## src/rtl/one_max_ga_core.sv

```systemverilog
// one_max_ga_core
//   OneMax genetic-algorithm engine. Evolves POP_SIZE chromosomes of CHROM_W
//   bits toward all-ones using elitism, 2-way tournament selection,
//   single-point crossover and single-bit mutation, all driven by a 32-bit
//   Galois LFSR that advances only while the engine is busy.
//
// Ports
//   CLOCK_50     : system clock, rising edge
//   rst_n        : asynchronous active-low reset
//   start        : level; sampled in IDLE or DONE
//   mode         : init mode (0 random, 1 all-zeros, 2 all-ones, 3 = random)
//   mut_thresh   : mutation probability numerator (/256)
//   busy         : high in every state except IDLE and DONE
//   done         : high in DONE
//   found        : an all-ones chromosome was reached (valid while done)
//   best_fitness : popcount of best_chrom
//   best_chrom   : best chromosome of the last evaluated generation
//   generation   : index of the last evaluated generation
module one_max_ga_core #(
    parameter int          CHROM_W  = 16,
    parameter int          POP_SIZE = 8,
    parameter int          MAX_GEN  = 255,
    parameter logic [31:0] SEED     = 32'hACE1_2025
) (
    input  logic                         CLOCK_50,
    input  logic                         rst_n,
    input  logic                         start,
    input  logic [1:0]                   mode,
    input  logic [7:0]                   mut_thresh,
    output logic                         busy,
    output logic                         done,
    output logic                         found,
    output logic [$clog2(CHROM_W+1)-1:0] best_fitness,
    output logic [CHROM_W-1:0]           best_chrom,
    output logic [15:0]                  generation
);

    localparam int          P         = POP_SIZE;
    localparam int          L         = $clog2(POP_SIZE);
    localparam int          C         = $clog2(CHROM_W);
    localparam int          FIT_W     = $clog2(CHROM_W + 1);
    localparam logic [31:0] LFSR_MASK = 32'h8020_0003;
    localparam logic [31:0] LFSR_INIT = (SEED == 32'd0) ? 32'd1 : SEED;

    typedef enum logic [3:0] {
        S_IDLE, S_INIT, S_EVAL, S_CHECK, S_ELITE,
        S_SEL_A, S_SEL_B, S_XMUT, S_COPY, S_DONE
    } state_t;

    state_t               state;
    logic [31:0]          lfsr;
    logic [L-1:0]         idx;
    logic [1:0]           mode_q;
    logic [7:0]           mut_q;
    logic [CHROM_W-1:0]   pop [P];
    logic [CHROM_W-1:0]   nxt [P];
    logic [FIT_W-1:0]     fit [P];
    logic [FIT_W-1:0]     run_fit;
    logic [CHROM_W-1:0]   run_chrom;
    logic [CHROM_W-1:0]   par_a;
    logic [CHROM_W-1:0]   par_b;

    function automatic logic [FIT_W-1:0] popcount(input logic [CHROM_W-1:0] v);
        logic [FIT_W-1:0] n;
        n = '0;
        for (int b = 0; b < CHROM_W; b++) n = n + FIT_W'(v[b]);
        return n;
    endfunction

    // Bits [c-1:0] set; c = 0 yields an empty mask.
    function automatic logic [CHROM_W-1:0] lowmask(input logic [C-1:0] c);
        return (CHROM_W'(1) << c) - CHROM_W'(1);
    endfunction

    function automatic logic [31:0] lfsr_step(input logic [31:0] v);
        return (v >> 1) ^ (v[0] ? LFSR_MASK : 32'd0);
    endfunction

    logic [FIT_W-1:0]   cur_fit;
    logic               cur_better;
    logic               idx_last;
    logic [L-1:0]       sel_i;
    logic [L-1:0]       sel_j;
    logic [CHROM_W-1:0] tour_win;
    logic [C-1:0]       cut;
    logic [C-1:0]       flip_pos;
    logic [CHROM_W-1:0] child_x;
    logic [CHROM_W-1:0] child;
    logic [CHROM_W-1:0] init_val;

    assign cur_fit    = popcount(pop[idx]);
    // Index 0 always seeds the running best; afterwards only strictly
    // greater fitness replaces it, so ties keep the lower index.
    assign cur_better = (idx == '0) || (cur_fit > run_fit);
    assign idx_last   = (idx == L'(P - 1));
    assign sel_i      = lfsr[L-1:0];
    assign sel_j      = lfsr[2*L-1:L];
    assign tour_win   = (fit[sel_i] >= fit[sel_j]) ? pop[sel_i] : pop[sel_j];
    assign cut        = lfsr[C-1:0];
    assign flip_pos   = lfsr[20 +: C];
    assign child_x    = (par_a & lowmask(cut)) | (par_b & ~lowmask(cut));
    assign child      = (lfsr[15:8] < mut_q) ? (child_x ^ (CHROM_W'(1) << flip_pos))
                                             : child_x;

    always_comb begin
        init_val = lfsr[CHROM_W-1:0];
        case (mode_q)
            2'd1:    init_val = '0;
            2'd2:    init_val = '1;
            default: init_val = lfsr[CHROM_W-1:0];
        endcase
    end

    always_ff @(posedge CLOCK_50 or negedge rst_n) begin
        if (!rst_n) begin
            state        <= S_IDLE;
            lfsr         <= LFSR_INIT;
            idx          <= '0;
            mode_q       <= '0;
            mut_q        <= '0;
            busy         <= 1'b0;
            done         <= 1'b0;
            found        <= 1'b0;
            best_fitness <= '0;
            best_chrom   <= '0;
            generation   <= '0;
            run_fit      <= '0;
            run_chrom    <= '0;
            par_a        <= '0;
            par_b        <= '0;
            for (int k = 0; k < P; k++) begin
                pop[k] <= '0;
                nxt[k] <= '0;
                fit[k] <= '0;
            end
        end else begin
            if (state != S_IDLE && state != S_DONE) lfsr <= lfsr_step(lfsr);

            case (state)
                S_IDLE, S_DONE: begin
                    if (start) begin
                        mode_q       <= mode;
                        mut_q        <= mut_thresh;
                        generation   <= '0;
                        found        <= 1'b0;
                        best_fitness <= '0;
                        best_chrom   <= '0;
                        done         <= 1'b0;
                        busy         <= 1'b1;
                        idx          <= '0;
                        state        <= S_INIT;
                    end
                end
                S_INIT: begin
                    pop[idx] <= init_val;
                    idx      <= idx + L'(1);
                    if (idx_last) state <= S_EVAL;
                end
                S_EVAL: begin
                    fit[idx] <= cur_fit;
                    if (cur_better) begin
                        run_fit   <= cur_fit;
                        run_chrom <= pop[idx];
                    end
                    idx <= idx + L'(1);
                    if (idx_last) begin
                        best_fitness <= cur_better ? cur_fit : run_fit;
                        best_chrom   <= cur_better ? pop[idx] : run_chrom;
                        state        <= S_CHECK;
                    end
                end
                S_CHECK: begin
                    if (best_fitness == FIT_W'(CHROM_W)) begin
                        found <= 1'b1;
                        done  <= 1'b1;
                        busy  <= 1'b0;
                        state <= S_DONE;
                    end else if (generation == 16'(MAX_GEN)) begin
                        found <= 1'b0;
                        done  <= 1'b1;
                        busy  <= 1'b0;
                        state <= S_DONE;
                    end else begin
                        state <= S_ELITE;
                    end
                end
                S_ELITE: begin
                    nxt[0] <= best_chrom;
                    idx    <= L'(1);
                    state  <= S_SEL_A;
                end
                S_SEL_A: begin
                    par_a <= tour_win;
                    state <= S_SEL_B;
                end
                S_SEL_B: begin
                    par_b <= tour_win;
                    state <= S_XMUT;
                end
                S_XMUT: begin
                    nxt[idx] <= child;
                    idx      <= idx + L'(1);
                    state    <= idx_last ? S_COPY : S_SEL_A;
                end
                S_COPY: begin
                    for (int k = 0; k < P; k++) pop[k] <= nxt[k];
                    generation <= generation + 16'd1;
                    state      <= S_EVAL;
                end
                default: state <= S_IDLE;
            endcase
        end
    end

endmodule

```

## config.mk

```make
export PLATFORM = sky130hd
export DESIGN_NAME = one_max_ga_core
export DESIGN_NICKNAME = d
export VERILOG_FILES = /design/src/rtl/one_max_ga_core.sv
export SDC_FILE = /design/constraint.sdc
export NUM_CORES = 1
export LEC_CHECK = 0
export CAP_MARGIN = 20
export CORE_UTILIZATION = 53
export CTS_CLUSTER_DIAMETER = 30
export DETAILED_ROUTE_END_ITERATION = 7
export PLACE_DENSITY_LB_ADDON = 0.1
export SLEW_MARGIN = 25
export SYNTH_ARGS = -nofsm -noshare
export SYNTH_HDL_FRONTEND = slang
export SYNTH_SLANG_ARGS = --single-unit
```

## constraint.sdc

```tcl
create_clock -name CLOCK_50 -period 8.42 [get_ports CLOCK_50]
set_input_delay 1.684 -clock CLOCK_50 [delete_from_list [all_inputs] [get_ports CLOCK_50]]
set_output_delay 1.684 -clock CLOCK_50 [all_outputs]
set_load 0.01 [all_outputs]
```

==> results of run 1 <==
-- final cells by class --
cell class	instances	area [um2]	area share, %
repair buffers	99	895	3.25
clock buffers	124	2680	9.72
flip-flops and latches	438	11000	39.9
clock inverters	59	722	2.62
inverters	50	188	0.681
well taps	585	732	2.66
multi-input cells	1508	11400	41.2
-- Yosys cell counts, types with 11 or more instances --
| master | instances |
|---|---|
| a21oi_1 | 45 |
| a221o_1 | 84 |
| a221oi_1 | 74 |
| and3_1 | 20 |
| buf_2 | 38 |
| clkbuf_1 | 99 |
| dfrtp_1 | 426 |
| dfstp_2 | 12 |
| ha_1 | 32 |
| inv_1 | 47 |
| mux2_2 | 115 |
| mux2i_1 | 77 |
| mux4_2 | 93 |
| nand2_1 | 285 |
| nand2b_1 | 11 |
| nand3_1 | 25 |
| nand4_1 | 21 |
| nor2_1 | 230 |
| nor2b_1 | 17 |
| nor3_1 | 16 |
| o21ai_0 | 190 |
| o21ai_1 | 20 |
| o31ai_1 | 11 |
| xnor2_1 | 13 |
| xor2_1 | 11 |
-- stage by stage --
stage / instances / hold slack (ps) / setup slack, ps / util (%)
final: 2863 / 481 / 955 / 64.0
after global routing: 2863 / 495 / 571 / 64.0
after CTS: 2862 / 482 / 899 / 64.0
after detailed placement: 2679 / 470 / 910 / 56.1
after global placement: 2679 / 458 / 1100 / 56.0
after floorplan: 2148 / 449 / 2050 / -
-- worst register-to-register path, stage by stage, from the launching register on --
cell      delay (ps)
dfrtp_1          410
buf_4            240
inv_1            230
buf_4            260
nor2_1            90
a22o_1           260
a221oi_1         610
fa_1             540
inv_1             90
fa_1             430
fa_1             530
fa_1             420
ha_1             230
fa_1             460
a21o_1           180
nand2_1          230
inv_1            100
ha_1             300
nand2_1           70
nor2_1           160
o22ai_1          150
clkbuf_4         230
nor2_2           410
buf_4            340
mux2i_1          250
o21ai_0           90
-- worst max-delay path by stage --
stage	to	slack [ps]	cells past startpoint
finish	best_chrom[6]$_DFFE_PN0P_	950	25
global route	best_chrom[6]$_DFFE_PN0P_	570	25
CTS	best_chrom[6]$_DFFE_PN0P_	900	24
detailed placement	best_chrom[6]$_DFFE_PN0P_	910	24
global placement	best_chrom[4]$_DFFE_PN0P_	1100	24
floorplan	best_chrom[14]$_DFFE_PN0P_	2050	21
-- per-layer routing --
layer | track usage [%] | vias to the layer above
met5 | 0 | -
met4 | 20.1 | 0
met3 | 8.47 | 247
met2 | 52.0 | 1086
met1 | 49.3 | 9457
li1 | - | 8036
-- kinds of logic after synthesis --
kind of cell    Yosys count
simple gates            670
flops                   438
mux                     285
compound gates          485
buf+inv                 202
fa+ha+maj                42
xor+xnor                 26
-- sequential cells by signal, indices dropped and copies added (netlist names), 16 cells and up --
signal and count:
par_a 16, fit 40, lfsr 32, par_b 16, run_chrom 16, generation 16, best_chrom 16, pop 128
nxt 128
==> metrics.txt, run 1 <==
outcome finished, final reports clean; cell count after synthesis between 2000 and 2500; average size of a mapped cell 10.8 um2; slew of the pin with the lowest slew margin around 1200 ps; source of the worst register-to-register timing path idx[0]$_DFFE_PN0P_; Crit-path slowest cell a221oi_1; routed wirelength normalized by instance count roughly 27 um; Nets 2250; most prevalent standard cell on the critical path fa_1; top routing layer in use met4; Buffers on Ports 52; unrepaired setup endpoints after global routing no; area delta synth->final 19.3%; hold-critical path endpoint par_b[14]$_DFFE_PN0N_; combined area of all synthesized cells 23100 um2; sequential area share after synthesis a little under half; via-per-instance ratio between 6 and 7; global-route wire length before repair approximately 120000 um; worst hold path stage count 2; Pins Over Slew Limit 0; aggregate routed wire length ~77000 um; clock transition at the register clock pins on the worst setup and hold paths after CTS roughly 50 ps; post-synthesis compound-gate area fraction around 14%; total buffers and inverters traversed by the critical path 7; setup slack on the worst flop-to-flop path 950 ps; Via Count around 19000; cts hold-fix bufs 0; peak per-stage delay on the critical path 610 ps; Fin. Hold Viols 0; most common cell after layout, fill and taps aside dfrtp_1; beginning of the critical path idx[0]$_DFFE_PN0P_; layout cells sized above 1 between 20% and 30%; Max Clock Skew around 35 ps; leading cell types by total area after synthesis dfrtp_1, mux4_2, mux2_2; clock tree from TritonCTS done; Ports 53; hold wc startpoint par_b[14]$_DFFE_PN0N_; master cell of the clock root buffer clkbuf_16; ratio of final minimum period to clock period roughly nine tenths; number of antenna violations at the first check in global routing 0; CTS sink cnt 438; XOR/XNOR Fraction of Synth Area 1.10%; unique cell type count in the Yosys netlist 70; count of warnings emitted by yosys 0; worst min path class reg2reg; WP data arrival just under 8000 ps; Std-Cell Rows 76; Tot GR Track Use between 30% and 40%; Worst Setup End Kind register; die span in x 211 um; Die Area ~44000 um2; maximum buffer depth of the clock tree 3; critical path required time a little under 9000 ps; residual antenna-violating net count after detailed routing 0; headroom to the max-slew limit about 23%; flip-flop and latch count after synthesis about 440; most frequent cells in the layout dfrtp_1, nand2_1, nor2_1, o21ai_0, mux2_2; pin count of the biggest net entering global routing about 170; starting DRC count in detailed routing between 2000 and 2500; metal2 WL 33800 um; Fillers between 3000 and 4000; maximum net fanout on the critical path 20; DRC violation count after routing 0; Final Critical Period around 7500 ps; post-synthesis share of cell area spent on and, or, nand and nor gates around an eighth; type of the worst setup path reg2reg; height of the chip roughly 210 um; Top Family by Delay on Critical Path adder cells; placed instance area between 20000 and 25000 um2; final HPWL from detailed placement 51000 um; DRT met1 WL roughly 31000 um; synthesized-area fraction occupied by adder cells roughly 2.6%; final RePlAce weighted congestion a little under 1; proportion of netlist area held by the largest area contributor roughly 46%; Met3 Wirelength ~7600 um; Post-Synthesis Net Count approximately 2200; Antenna diodes 0; number of detailed-routing iterations run before antenna repair 5; TritonCTS Buffers just under 100; number of global-route vias before repair 18600; number of flops mapped to enable cells by yosys 0; cell type with the highest aggregate area in the netlist dfrtp_1; CTS HTree Levels 3; path depth of the worst reg2reg path 25; post-cts resize count 0; total global routing overflow 0; Std-Cell Core Area 43100 um2; crit start category register; MaxCap Viol Count 0; setup violators final 0; clock latency on the worst-skew pair 640 ps; effective utilization at floorplan approximately 54%; Max Fclk ~130 MHz; # Post-CTS Setup Buffers 0; share of flip-flops with an asynchronous set or reset after synthesis 100%; most common flop cell mapped by yosys dfrtp_1; Reg2Reg Capture Point best_chrom[6]$_DFFE_PN0P_; accumulated negative setup slack 0 ps; fraction of synthesized area in multiplexers between 10% and 20%; finished layout cell area 27600 um2; combinational family with the most area after synthesis multiplexers
Power of run 1 is not shown: default switching activity piles up to over one toggle a cycle in this logic, so the estimate is an artifact.
==> run 2: changes to the inputs <==
Settings changed: REMOVE_ABC_BUFFERS set to 1.
==> run 2 against run 1 <==
Count of clock-buffer cells in the layout decreased by 7. Worst setup slack got worse by 310 ps. Sequential share of layout area decreased by 0.13 points. Core utilization increased by 0.22 points. Register-to-register slack got worse by 310 ps. Final cell count decreased by 0.17%. Via count decreased by 1.4%. Flip-flop and latch count unchanged. First-iteration DRC count increased by 9.7%. Die area unchanged.
==> metrics.txt, run 2 (synthesized netlist as in run 1, its figures left out) <==
cell breakdown of the critical path nor2_1 -> a221o_1 -> a222oi_1 -> fa_1 -> inv_1 -> fa_1 -> fa_1 -> fa_1 -> ha_1 -> fa_1 -> a21o_1 -> nand2_1 -> inv_1 -> ha_1 -> nand2_1 -> nor2_1 -> o22ai_1 -> nor2_2 -> buf_4 -> mux2_2 -> o21ai_0; via-per-instance ratio 6.49 (-1.2%); number of global-route vias before repair 18100 (-2.6%); Buffers on Ports 52 (unchanged); worst min path class reg2reg; crit start category register; number of detailed-routing iterations run before antenna repair 5 (unchanged); effective utilization at floorplan 53.6% (unchanged); maximum buffer depth of the clock tree 3 (unchanged); residual antenna-violating net count after detailed routing 0 (unchanged); peak per-stage delay on the critical path 850 ps (+240 ps); CTS sink cnt 438 (unchanged); aggregate routed wire length 74900 um (-3.0%); total global routing overflow 0 (unchanged); starting DRC count in detailed routing 2420 (+9.7%); die span in x 211 um (unchanged); maximum net fanout on the critical path 24 (+20%); Fin. Hold Viols 0 (unchanged); Die Area 44400 um2 (unchanged); clock tree from TritonCTS done; # Post-CTS Setup Buffers 0 (unchanged); clock transition at the register clock pins on the worst setup and hold paths after CTS 50 ps (about the same); placed instance area 24100 um2 (about the same); master cell of the clock root buffer clkbuf_16; WP data arrival 8310 ps (+360 ps); Ports 53 (unchanged); headroom to the max-slew limit 23.4% (+0.87 points); most prevalent standard cell on the critical path fa_1; routed wirelength normalized by instance count 26.2 um (-2.8%); number of antenna violations at the first check in global routing 1 (+1); MaxCap Viol Count 0 (unchanged); Final Critical Period 7770 ps (+307 ps); Top Family by Delay on Critical Path adder cells; Antenna diodes 0 (unchanged); final HPWL from detailed placement 49500 um (-2.8%); Pins Over Slew Limit 0 (unchanged); most common cell after layout, fill and taps aside dfrtp_1; area delta synth->final 19.7%; critical path required time 8960 ps (+60 ps); Std-Cell Core Area 43100 um2 (unchanged); Nets 2244 (-0.27%); pin count of the biggest net entering global routing 166 (-0.60%); unrepaired setup endpoints after global routing no; biggest regs nxt (128), pop (128), fit (40); height of the chip 211 um (unchanged); outcome finished, final reports clean; Max Clock Skew 25.4 ps (-9.40 ps); Std-Cell Rows 76 (unchanged); Via Count 18600 (-1.4%); total buffers and inverters traversed by the critical path 3 (-4); Worst Setup End Kind register; ratio of final minimum period to clock period 92.3% (+3.6 points); final RePlAce weighted congestion 0.960 (-2.9%); Tot GR Track Use 34.4% (-1.4 points); DRC violation count after routing 0 (unchanged); type of the worst setup path reg2reg; global-route wire length before repair 114000 um (-3.3%); most frequent cells in the layout dfrtp_1, nand2_1, nor2_1, o21ai_0, mux2_2; Crit-path slowest cell dfrtp_1; finished layout cell area 27700 um2 (+0.34%); setup violators final 0 (unchanged); layout cells sized above 1 21.3% (+0.18 points); slew of the pin with the lowest slew margin 1150 ps (-13.1 ps); clock latency on the worst-skew pair 640 ps (about the same); TritonCTS Buffers 97 (-1.0%); accumulated negative setup slack 0 ps (unchanged); CTS HTree Levels 3 (unchanged); cts hold-fix bufs 0 (unchanged); post-cts resize count 0 (unchanged); Max Fclk 129 MHz (-3.9%)
## run 2: metrics by stage
stage                     utilization (%)  setup WS, ps  cells  hold WS [ps]
final                                64.2           648   2858           476
after floorplan                         -           470   1996           449
after global placement               56.0           881   2675           461
after CTS                            64.2           744   2858           479
after detailed placement             56.0           716   2675           469
after global routing                 64.2           253   2858           496
## run 2: cell type report
cell class              count  area (um2)
multi-input cells        1508       11400
repair buffers             94         866
flip-flops and latches    438       11000
fillers                  3456       15400
inverters                  50         188
clock inverters            66         867
well taps                 585         732
clock buffers             117        2640
## run 2: layer usage
| metal | track usage (%) | share of wire [%] |
|---|---|---|
| met5 | 0 | 0 |
| met4 | 18.1 | 5.3 |
| met3 | 8.22 | 8.5 |
| met2 | 50.8 | 45 |
| met1 | 47.2 | 42 |
## run 2: final timing paths
kind,endpoint,start,slack [ps],cells after the start
hold reg to reg,lfsr[31]$_DFFE_PN1P_,lfsr[31]$_DFFE_PN1P_,480,2
max in group asynchronous,nxt[84]$_DFFE_PN0P_,rst_n,5730,2
min in group asynchronous,pop[119]$_DFFE_PN0P_,rst_n,1140,1
setup reg to reg,best_chrom[1]$_DFFE_PN0P_,idx[2]$_DFFE_PN0P_,650,21
hold / removal,lfsr[31]$_DFFE_PN1P_,lfsr[31]$_DFFE_PN1P_,480,2
setup / recovery,best_chrom[1]$_DFFE_PN0P_,idx[2]$_DFFE_PN0P_,650,21
## run 2: worst register-to-register path, stage by stage, from the launching register on
cell and delay [ps]:
dfrtp_1 850, nor2_1 390, a221o_1 370, a222oi_1 670, fa_1 520, inv_1 90, fa_1 420, fa_1 540
fa_1 430, ha_1 230, fa_1 460, a21o_1 170, nand2_1 240, inv_1 110, ha_1 300, nand2_1 90
nor2_1 60, o22ai_1 730, nor2_2 300, buf_4 300, mux2_2 290, o21ai_0 140
Power of run 2 is left out for the same reason.
==> run 3: changes to the inputs <==
Settings changed: PLACE_DENSITY_LB_ADDON 0.1 to 0.15.
==> run 3 against run 2 <==
Critical path depth fell by 1. Fmax increased by 0.39%. Count of clock-buffer cells in the layout grew 21. Design area grew 0.85%.
==> metrics.txt, run 3 (synthesized netlist as in run 1, its figures left out) <==
outcome finished, final reports clean; TritonCTS Buffers 104 (+7.2%); Top Family by Delay on Critical Path adder cells; most frequent cells in the layout dfrtp_1, nand2_1, nor2_1, o21ai_0, mux2_2; CTS sink cnt 438 (unchanged); # Post-CTS Setup Buffers 0 (unchanged); clock latency on the worst-skew pair 640 ps (about the same); number of detailed-routing iterations run before antenna repair 6 (+1); maximum net fanout on the critical path 23 (-4.2%); peak per-stage delay on the critical path 890 ps (+40 ps); post-cts resize count 0 (unchanged); height of the chip 211 um (unchanged); Antenna diodes 0 (unchanged); DRC violation count after routing 0 (unchanged); total buffers and inverters traversed by the critical path 3 (unchanged); via-per-instance ratio 6.55 (+0.79%); Std-Cell Rows 76 (unchanged); accumulated negative setup slack 0 ps (unchanged); Nets 2254 (+0.45%); number of antenna violations at the first check in global routing 0 (-1); Fin. Hold Viols 0 (unchanged); count of placed standard cells in the final layout, fillers left out 2872 (+0.49%); WP data arrival 8240 ps (-70 ps); Tot GR Track Use 35.5% (+1.1 points); Final Critical Period 7740 ps (-30.4 ps); final RePlAce weighted congestion 0.967 (+0.78%); final HPWL from detailed placement 49600 um (+0.10%); path depth of the worst reg2reg path 20 (-4.8%); Worst Slack Setup Final 679 ps (+30.4 ps); Cell Count Post-Placement 2678 (+0.11%); Max Clock Skew 24.7 ps (-0.702 ps); slew of the pin with the lowest slew margin 1120 ps (-22.1 ps); critical path depth in cells 20 (-4.8%); worst min path class reg2reg; Via Count 18800 (+1.3%); Max Fclk 129 MHz (+0.39%); setup violators final 0 (unchanged); CTS HTree Levels 3 (unchanged); Std-Cell Core Area 43100 um2 (unchanged); cts hold-fix bufs 0 (unchanged); total global routing overflow 0 (unchanged); clock transition at the register clock pins on the worst setup and hold paths after CTS 50 ps (about the same); effective utilization at floorplan 53.6% (unchanged); MaxCap Viol Count 0 (unchanged); critical path required time 8920 ps (-40 ps); starting DRC count in detailed routing 2052 (-15%); Ports 53 (unchanged); Setup WS pre-CTS 745 ps (+28.2 ps); Fillers 3356 (-2.9%); Crit-path slowest cell dfrtp_1; pin count of the biggest net entering global routing 146 (-12%); type of the worst setup path reg2reg; global-route wire length before repair 117000 um (+2.9%); maximum buffer depth of the clock tree 3 (unchanged); most common cell after layout, fill and taps aside dfrtp_1; aggregate routed wire length 76500 um (+2.0%); area delta synth->final 20.7%; cell breakdown of the critical path nor2_1 -> a221o_1 -> a222oi_1 -> fa_1 -> inv_1 -> fa_1 -> fa_1 -> fa_1 -> ha_1 -> fa_1 -> a21o_1 -> nand2_1 -> inv_1 -> ha_1 -> nand2_1 -> nor2_1 -> o22ai_1 -> o21ai_2 -> buf_4 -> mux2_2; Pins Over Slew Limit 0 (unchanged); Die Area 44400 um2 (unchanged); routed wirelength normalized by instance count 26.6 um (+1.5%); Seq. cell area 11000 um2 (unchanged); unrepaired setup endpoints after global routing no; worst hold path stage count 2 (unchanged); ratio of final minimum period to clock period 91.9% (-0.36 points); fraction of the core area covered by cells at the end of the flow 64.7% (+0.54 points); headroom to the max-slew limit 24.6% (+1.1 points); Buffers on Ports 52 (unchanged); biggest regs nxt (128), pop (128), fit (40); Worst Setup End Kind register; most prevalent standard cell on the critical path fa_1; master cell of the clock root buffer clkbuf_16; layout cells sized above 1 21.6% (+0.22 points); area taken by multi-input logic gates 11400 um2 (about the same); clock tree from TritonCTS done; die span in x 211 um (unchanged); residual antenna-violating net count after detailed routing 0 (unchanged); crit start category register; number of global-route vias before repair 18900 (+4.6%)
==> run 3: cell type report <==
cell class              instances  area share [%]
multi-input cells            1508            40.8
flip-flops and latches        438            39.4
inverters                      50           0.673
clock inverters                56            2.81
clock buffers                 138            10.5
repair buffers                 97            3.19
well taps                     585            2.62
==> run 3: per-stage QoR <==
step | hold slack, ps | area, um2
final | 476 | 27900
after global routing | 502 | 27900
after CTS | 479 | 27800
after detailed placement | 470 | 24100
after global placement | 462 | 24100
after floorplan | 449 | 22500
==> run 3: routing by layer <==
metal  wire (um)  GRT usage (%)  up-vias
met2       34100           52.6     1091
li1            -              -     8031
met4        4840           21.5        0
met3        7060           8.42      258
met5           0              0        -
met1       30500           47.7     9419
==> run 3: final timing paths <==
path	slack, ps	to	startpoint
max	680	run_fit[1]$_DFFE_PN0P_	idx[0]$_DFFE_PN0P_
min reg2reg	480	par_b[15]$_DFFE_PN0N_	par_b[15]$_DFFE_PN0N_
max in group asynchronous	5950	fit[32]$_DFFE_PN0P_	rst_n
min	480	par_b[15]$_DFFE_PN0N_	par_b[15]$_DFFE_PN0N_
max reg2reg	680	run_fit[1]$_DFFE_PN0P_	idx[0]$_DFFE_PN0P_
min in group asynchronous	1060	nxt[39]$_DFFE_PN0P_	rst_n
==> run 3: worst min-delay path, stage by stage (launching register included) <==
cell and delay, ps:
dfrtp_1 340, nand2_1 40, o21ai_0 60
Power of run 3 is left out for the same reason.
